===== src/rtl/toggle_monitor.sv =====
// toggle_monitor
// Watches a signal that is supposed to toggle every EXP_HALF clock cycles,
// measures every half-period and reports lock, per-edge errors and stalls.
//
// Ports:
//   clock        system clock, rising-edge active
//   reset        synchronous active-high reset
//   sig_in       monitored toggling signal (asynchronous to clock)
//   half_period  last measured half-period in clock cycles
//   period_valid one-cycle pulse when half_period updates
//   locked       high while the signal stays within tolerance
//   err          one-cycle pulse on an out-of-tolerance edge or a stall
//   err_count    saturating count of err pulses
//   stalled      high from a stall until the next detected edge
module toggle_monitor #(
    parameter int CNT_W    = 16,
    parameter int EXP_HALF = 10,
    parameter int TOL      = 1,
    parameter int LOCK_CNT = 4,
    parameter int TIMEOUT  = 32
) (
    input  logic             clock,
    input  logic             reset,
    input  logic             sig_in,
    output logic [CNT_W-1:0] half_period,
    output logic             period_valid,
    output logic             locked,
    output logic             err,
    output logic [7:0]       err_count,
    output logic             stalled
);

    localparam int GOOD_W = $clog2(LOCK_CNT + 1);

    localparam logic [CNT_W-1:0]  EXP_C     = CNT_W'(EXP_HALF);
    localparam logic [CNT_W-1:0]  TOL_C     = CNT_W'(TOL);
    localparam logic [CNT_W-1:0]  TIMEOUT_C = CNT_W'(TIMEOUT);
    localparam logic [CNT_W-1:0]  CNT_MAX   = '1;
    localparam logic [GOOD_W-1:0] LOCK_C    = GOOD_W'(LOCK_CNT);

    typedef enum logic [1:0] {
        IDLE    = 2'd0,
        MEASURE = 2'd1,
        LOCKED  = 2'd2
    } state_t;

    state_t            state_reg;
    logic              s1_reg, s2_reg, s3_reg;
    logic [CNT_W-1:0]  cnt_reg;
    logic [GOOD_W-1:0] good_cnt_reg;
    logic [CNT_W-1:0]  half_period_reg;
    logic              period_valid_reg;
    logic              locked_reg;
    logic              err_reg;
    logic [7:0]        err_count_reg;
    logic              stalled_reg;

    logic              edge_evt;
    logic [CNT_W-1:0]  dev;
    logic              in_tol;
    logic              timeout_hit;
    logic              err_next;

    // Both polarities of the synchronized signal count as an edge.
    assign edge_evt = s2_reg ^ s3_reg;

    always_comb begin
        // Absolute deviation computed without wrap-around.
        dev         = (cnt_reg >= EXP_C) ? (cnt_reg - EXP_C) : (EXP_C - cnt_reg);
        in_tol      = (dev <= TOL_C);
        timeout_hit = (cnt_reg == TIMEOUT_C);
        err_next    = 1'b0;
        if (state_reg != IDLE) begin
            // An edge always takes priority over a coinciding timeout.
            err_next = edge_evt ? !in_tol : timeout_hit;
        end
    end

    always_ff @(posedge clock) begin
        if (reset) begin
            state_reg        <= IDLE;
            s1_reg           <= 1'b0;
            s2_reg           <= 1'b0;
            s3_reg           <= 1'b0;
            cnt_reg          <= '0;
            good_cnt_reg     <= '0;
            half_period_reg  <= '0;
            period_valid_reg <= 1'b0;
            locked_reg       <= 1'b0;
            err_reg          <= 1'b0;
            err_count_reg    <= 8'd0;
            stalled_reg      <= 1'b0;
        end else begin
            s1_reg <= sig_in;
            s2_reg <= s1_reg;
            s3_reg <= s2_reg;

            if (edge_evt) begin
                cnt_reg <= {{(CNT_W-1){1'b0}}, 1'b1};
            end else if (cnt_reg != CNT_MAX) begin
                cnt_reg <= cnt_reg + 1'b1;
            end

            period_valid_reg <= 1'b0;
            err_reg          <= err_next;
            if (err_next && (err_count_reg != 8'hFF)) begin
                err_count_reg <= err_count_reg + 8'd1;
            end

            if (edge_evt) begin
                stalled_reg <= 1'b0;
            end

            case (state_reg)
                IDLE: begin
                    // First edge only starts the measurement window.
                    if (edge_evt) begin
                        state_reg <= MEASURE;
                    end
                end
                MEASURE: begin
                    if (edge_evt) begin
                        half_period_reg  <= cnt_reg;
                        period_valid_reg <= 1'b1;
                        if (in_tol) begin
                            good_cnt_reg <= good_cnt_reg + 1'b1;
                            if ((good_cnt_reg + 1'b1) == LOCK_C) begin
                                state_reg  <= LOCKED;
                                locked_reg <= 1'b1;
                            end
                        end else begin
                            good_cnt_reg <= '0;
                        end
                    end else if (timeout_hit) begin
                        stalled_reg  <= 1'b1;
                        locked_reg   <= 1'b0;
                        good_cnt_reg <= '0;
                        state_reg    <= IDLE;
                    end
                end
                LOCKED: begin
                    if (edge_evt) begin
                        half_period_reg  <= cnt_reg;
                        period_valid_reg <= 1'b1;
                        if (!in_tol) begin
                            locked_reg   <= 1'b0;
                            good_cnt_reg <= '0;
                            state_reg    <= MEASURE;
                        end
                    end else if (timeout_hit) begin
                        stalled_reg  <= 1'b1;
                        locked_reg   <= 1'b0;
                        good_cnt_reg <= '0;
                        state_reg    <= IDLE;
                    end
                end
                default: begin
                    state_reg <= IDLE;
                end
            endcase
        end
    end

    assign half_period  = half_period_reg;
    assign period_valid = period_valid_reg;
    assign locked       = locked_reg;
    assign err          = err_reg;
    assign err_count    = err_count_reg;
    assign stalled      = stalled_reg;

endmodule


===== config.mk =====
export PLATFORM = sky130hd
export DESIGN_NAME = toggle_monitor
export DESIGN_NICKNAME = d
export VERILOG_FILES = /design/src/rtl/toggle_monitor.sv
export SDC_FILE = /design/constraint.sdc
export NUM_CORES = 1
export LEC_CHECK = 0
export BUFFER_PORTS_ARGS = -buffer_cell sky130_fd_sc_hd__buf_2
export CAP_MARGIN = 0
export CORE_MARGIN = 2
export CORE_UTILIZATION = 48
export CTS_CLUSTER_DIAMETER = 100
export CTS_CLUSTER_SIZE = 28
export DETAILED_ROUTE_END_ITERATION = 6
export PLACE_DENSITY = 0.76
export SLEW_MARGIN = 20
export SYNTH_ARGS = -nofsm -noshare
export SYNTH_HDL_FRONTEND = slang
export SYNTH_SLANG_ARGS = --single-unit

===== constraint.sdc =====
create_clock -name clock -period 4.4 [get_ports clock]
set_clock_uncertainty 0.2 [all_clocks]
set_input_delay 0.44 -clock clock [delete_from_list [all_inputs] [get_ports clock]]
set_output_delay 0.44 -clock clock [all_outputs]
set_load 0.03 [all_outputs]

==> impl_results.html <==
<table>
<tr><th>Metric</th><th>Value</th></tr>
<tr><th colspan="2">Finish</th></tr>
<tr><td>Filler Cells Inserted</td><td>572</td></tr>
<tr><td>Filler-free cell count of the finished design</td><td>454</td></tr>
<tr><td>Synth-to-Final Area Change</td><td>8.10%</td></tr>
<tr><td>Share of cells above drive strength 1</td><td>0.142</td></tr>
<tr><td>Layout Nets</td><td>396</td></tr>
<tr><td>Number of antenna repair diodes</td><td>0</td></tr>
<tr><th colspan="2">Pwr</th></tr>
<tr><td>Switching portion of total power</td><td>0.257</td></tr>
<tr><td>Portion of total power attributed to combinational logic</td><td>0.099</td></tr>
<tr><td>Leakage power of the design</td><td>1.26 nW</td></tr>
<tr><td>Switching power</td><td>0.000240 W</td></tr>
<tr><td>Maximum vdd ir drop</td><td>212 uV</td></tr>
<tr><td>Power per standard cell area</td><td>294 nW/um^2</td></tr>
<tr><td>Reg power frac</td><td>0.520</td></tr>
<tr><td>Clock network fraction of total power</td><td>0.380</td></tr>
<tr><td>Internal power</td><td>0.000695 W</td></tr>
<tr><th colspan="2">Global route</th></tr>
<tr><td>Vias in the first global route</td><td>2314</td></tr>
<tr><td>Maximum number of pins on one net before global-route repair</td><td>40</td></tr>
<tr><td>Aggregate global-route resource usage</td><td>0.206</td></tr>
<tr><td>Number of antenna violations at the first check in global routing</td><td>0</td></tr>
<tr><td>Overflow left after global routing</td><td>0</td></tr>
<tr><td>Global-route wire length before repair</td><td>10900 um</td></tr>
<tr><th colspan="2">Clocking</th></tr>
<tr><td>Maximum root-to-sink buffer count</td><td>2</td></tr>
<tr><td>Resized cells post-CTS</td><td>0</td></tr>
<tr><td>Worst skew pair latency</td><td>0.31 ns</td></tr>
<tr><td>Clock transition time at the flip-flop clock pins of the worst setup and hold paths</td><td>0.10 ns</td></tr>
<tr><td>TritonCTS clock tree</td><td>done</td></tr>
<tr><td>TritonCTS Buffers</td><td>5</td></tr>
<tr><td>Post-CTS Setup Inserts</td><td>0</td></tr>
<tr><td>H-Tree Level Count</td><td>2</td></tr>
<tr><td>CTS Sinks</td><td>52</td></tr>
<tr><td>Root Buffer</td><td>sky130_fd_sc_hd__clkbuf_8</td></tr>
<tr><td>Hold-fix buffers at CTS</td><td>0</td></tr>
<tr><th colspan="2">Yosys</th></tr>
<tr><td>Xor/xnor share of the synthesized area</td><td>0.0597</td></tr>
<tr><td>Synthesis-stage register bit count</td><td>52</td></tr>
<tr><td>Cells after Synth</td><td>366</td></tr>
<tr><td>Count of yosys warnings during synthesis</td><td>0</td></tr>
<tr><td>Number of enable flip-flop cells after synthesis</td><td>0</td></tr>
<tr><td>Arithmetic-cell share of the synthesized area counting full adders, half adders and majority gates</td><td>0.0639</td></tr>
<tr><td>Distinct cell type count of the synthesized netlist</td><td>54</td></tr>
<tr><td>Syn_nets</td><td>384</td></tr>
<tr><td>Summed instance area of the synthesized netlist</td><td>2940 um^2</td></tr>
<tr><td>Cell taking the most area after synthesis</td><td>sky130_fd_sc_hd__dfxtp_1</td></tr>
<tr><td>Average cell area after synthesis</td><td>8.02 um^2</td></tr>
<tr><td>Share of Yosys cell area claimed by the top area cell type</td><td>0.354</td></tr>
<tr><td>Seq/Total Area, Yosys</td><td>0.354</td></tr>
<tr><td>Share of synthesized flip-flops with an asynchronous set or reset</td><td>0</td></tr>
<tr><td>Top post-synthesis cells by area</td><td>sky130_fd_sc_hd__dfxtp_1 (35%), sky130_fd_sc_hd__nand2_1 (7.2%), sky130_fd_sc_hd__ha_1 (6.4%)</td></tr>
<tr><td>Dominant combinational cell family by area after synthesis</td><td>simple AND/OR/NAND/NOR gates</td></tr>
<tr><td>Mux contribution to synthesized area</td><td>0.0149</td></tr>
<tr><td>Top_reg_cell synth</td><td>sky130_fd_sc_hd__dfxtp_1</td></tr>
<tr><td>Post-synthesis share of cell area spent on and, or, nand and nor gates</td><td>0.305</td></tr>
<tr><td>Share of the synthesized area in compound gates (AO/OA/AOI/OAI)</td><td>0.145</td></tr>
<tr><th colspan="2">Setup path</th></tr>
<tr><td>Worst setup path start</td><td>cnt_reg[0]$_SDFFE_PP0P_</td></tr>
<tr><td>Largest fanout on the critical path</td><td>15</td></tr>
<tr><td>CP Buf/Inv Count</td><td>1</td></tr>
<tr><td>Max stage delay cell, worst path</td><td>sky130_fd_sc_hd__nor4_4</td></tr>
<tr><td>Category of cells accounting for the largest share of critical-path delay</td><td>simple AND/OR/NAND/NOR gates</td></tr>
<tr><td>R2R Path Start</td><td>cnt_reg[0]$_SDFFE_PP0P_</td></tr>
<tr><td>Crit end category</td><td>flop</td></tr>
<tr><td>Startpoint Class</td><td>flop</td></tr>
<tr><td>Cells traversed along the worst timing path</td><td>inv_1 &gt; ha_1 &gt; o31ai_1 &gt; and3_1 &gt; nor4_1 &gt; or4_1 &gt; nor4_4 &gt; nand3_1 &gt; mux2_2 &gt; o32ai_1</td></tr>
<tr><td>Data arrival time of the worst path</td><td>3.57 ns</td></tr>
<tr><td>Startpoint-to-endpoint class of the critical path</td><td>flop to flop</td></tr>
<tr><td>Required arrival time at the worst endpoint</td><td>4.43 ns</td></tr>
<tr><td>Delay contributed by the slowest stage of the critical path</td><td>0.61 ns</td></tr>
<tr><th colspan="2">Hold path</th></tr>
<tr><td>HP Class</td><td>input pin to flop</td></tr>
<tr><td>Hold path startpoint</td><td>sig_in</td></tr>
<tr><th colspan="2">Placement</th></tr>
<tr><td>Routability congestion estimate</td><td>0.932</td></tr>
<tr><td>Number of buffers added on ports</td><td>30</td></tr>
<tr><td>DPL Wire Length</td><td>4760 um</td></tr>
<tr><td>Inst Count DP</td><td>446</td></tr>
<tr><td>Dpl ws</td><td>0.941 ns</td></tr>
<tr><th colspan="2">STA</th></tr>
<tr><td>Max Clock Freq</td><td>282 MHz</td></tr>
<tr><td>Count of endpoints failing hold in the final timing report</td><td>0</td></tr>
<tr><td>Final setup violation count</td><td>0</td></tr>
<tr><td>Final setup TNS</td><td>0 ns</td></tr>
<tr><td>Min setup slack post-route</td><td>0.856 ns</td></tr>
<tr><td>Fraction of the cycle the final worst path needs</td><td>0.806</td></tr>
<tr><td>Setup repair after global routing missed its margin</td><td>no</td></tr>
<tr><td>Count of pins over their slew limit</td><td>0</td></tr>
<tr><td>Post-route minimum period</td><td>3.54 ns</td></tr>
<tr><td>Headroom to the max-slew limit</td><td>0.484</td></tr>
<tr><td>Tightest Pin Transition</td><td>0.769 ns</td></tr>
<tr><th colspan="2">Route</th></tr>
<tr><td>DRC violation count after routing</td><td>0</td></tr>
<tr><td>Total wire length</td><td>6660 um</td></tr>
<tr><td>Remaining antenna violation count after routing</td><td>0</td></tr>
<tr><td>Routed length per instance</td><td>14.7 um</td></tr>
<tr><td>Via count normalized by instance count</td><td>5.68</td></tr>
<tr><td>DR pass1 iterations</td><td>4</td></tr>
<tr><td>Total vias in the final route</td><td>2578</td></tr>
<tr><td>Number of DRC markers in iteration 0</td><td>272</td></tr>
<tr><th colspan="2">Floorplanning</th></tr>
<tr><td>Vertical die dimension</td><td>82.2 um</td></tr>
<tr><td>Die Area</td><td>6760 um^2</td></tr>
<tr><td>Core area</td><td>5920 um^2</td></tr>
<tr><td>Initial core utilization</td><td>0.496</td></tr>
<tr><td>I/O Pins</td><td>31</td></tr>
<tr><td>Horizontal die dimension</td><td>82.2 um</td></tr>
<tr><td>Row count</td><td>28</td></tr>
<tr><th colspan="2">Outcome</th></tr>
<tr><td>Outcome</td><td>complete, no violations</td></tr>
<tr><th colspan="2">Run</th></tr>
<tr><td>Maximum capacitance violations</td><td>0</td></tr>
</table>
[through the flow]
step | util | area (um^2) | hold WS, ns | total power (W)
final | 0.536 | 3170 | 0.151 | 0.000935
after floorplan | - | 2940 | 0.214 | 0.000569
after CTS | 0.536 | 3170 | 0.153 | 0.000937
after global routing | 0.536 | 3170 | 0.160 | 0.000968
after global placement | 0.516 | 3050 | 0.220 | 0.000586
after detailed placement | 0.516 | 3050 | 0.246 | 0.000590
[path summary, 6_finish.rpt]
check	slack (ns)	depth (start not counted)	end
max	0.86	10	good_cnt_reg[2]$_SDFFE_PP0P_
min	0.15	2	s1_reg$_SDFF_PP0_
min reg2reg	0.26	2	half_period[0]$_SDFFE_PP0P_
max reg2reg	0.86	10	good_cnt_reg[2]$_SDFFE_PP0P_
[worst register-to-register path: stages, from the launching register on]
cell and delay [ns]:
sky130_fd_sc_hd__dfxtp_1 0.47, sky130_fd_sc_hd__inv_1 0.15, sky130_fd_sc_hd__ha_1 0.26, sky130_fd_sc_hd__o31ai_1 0.33, sky130_fd_sc_hd__and3_1 0.24, sky130_fd_sc_hd__nor4_1 0.06, sky130_fd_sc_hd__or4_1 0.48, sky130_fd_sc_hd__nor4_4 0.61
sky130_fd_sc_hd__nand3_1 0.16, sky130_fd_sc_hd__mux2_2 0.29, sky130_fd_sc_hd__o32ai_1 0.21
[cell type report]
type | count | area (um^2) | share of cell area
Sequential cell | 52 | 1040 | 0.328
Tap cell | 75 | 93.8 | 0.0296
Timing Repair Buffer | 30 | 150 | 0.0473
Clock buffer | 6 | 82.6 | 0.0260
Inverter | 10 | 37.5 | 0.0118
Clock inverter | 2 | 38.8 | 0.0122
Multi-Input combinational cell | 279 | 1730 | 0.545
[synth_stat cells (4+ instances only)]
library cell / number
sky130_fd_sc_hd__nand2_1: 56
sky130_fd_sc_hd__dfxtp_1: 52
sky130_fd_sc_hd__a21oi_1: 36
sky130_fd_sc_hd__nor2_1: 35
sky130_fd_sc_hd__ha_1: 15
sky130_fd_sc_hd__nand3_1: 14
sky130_fd_sc_hd__clkbuf_1: 13
sky130_fd_sc_hd__nor3_1: 13
sky130_fd_sc_hd__xnor2_1: 13
sky130_fd_sc_hd__inv_1: 10
sky130_fd_sc_hd__o21ai_0: 10
sky130_fd_sc_hd__buf_2: 9
sky130_fd_sc_hd__xor2_1: 7
sky130_fd_sc_hd__and3_1: 6
sky130_fd_sc_hd__nor2b_1: 5
sky130_fd_sc_hd__nor4b_1: 5
sky130_fd_sc_hd__a31oi_1: 4
sky130_fd_sc_hd__nand2b_1: 4
sky130_fd_sc_hd__nand4_1: 4
sky130_fd_sc_hd__nor4_1: 4
[power by group through the flow]
stage	registers, W	clock network, W	logic, W
3_5_place_dp	0.000498	0	0.0000920
6_report	0.000486	0.000356	0.0000928
3_3_place_gp	0.000497	0	0.0000890
4_1_cts	0.000487	0.000357	0.0000925
2_1_floorplan	0.000498	0	0.0000715
5_1_grt	0.000488	0.000376	0.000104
[logic make-up after synthesis]
group                    count (synthesis)
AO/OA/AOI/OAI                           69
buffers and inverters                   35
flip-flops                              52
AND/OR/NAND/NOR                        171
multiplexers                             4
XOR/XNOR                                20
adder cells (fa/ha/maj)                 15
[cells in the final DEF (no fill, tap or decap), drive strengths merged, types with 6 or more instances in the layout]
cell type   n
a21oi      36
and3        6
buf        30
clkbuf      6
dfxtp      52
ha         15
inv        10
nand2      57
nand3      14
nor2       35
nor3       13
nor4        7
o21ai      12
xnor2      13
xor2        7
[per-layer routing]
metal	global-route usage	up-vias	wire, um	part of all wire
met2	0.333	66	3100	0.47
met4	0.0633	0	92	0.014
met3	0.0370	7	307	0.046
li1	-	1286	-	-
met5	0	-	0	0
met1	0.279	1219	3160	0.47
(Power assumes the default switching activity.)
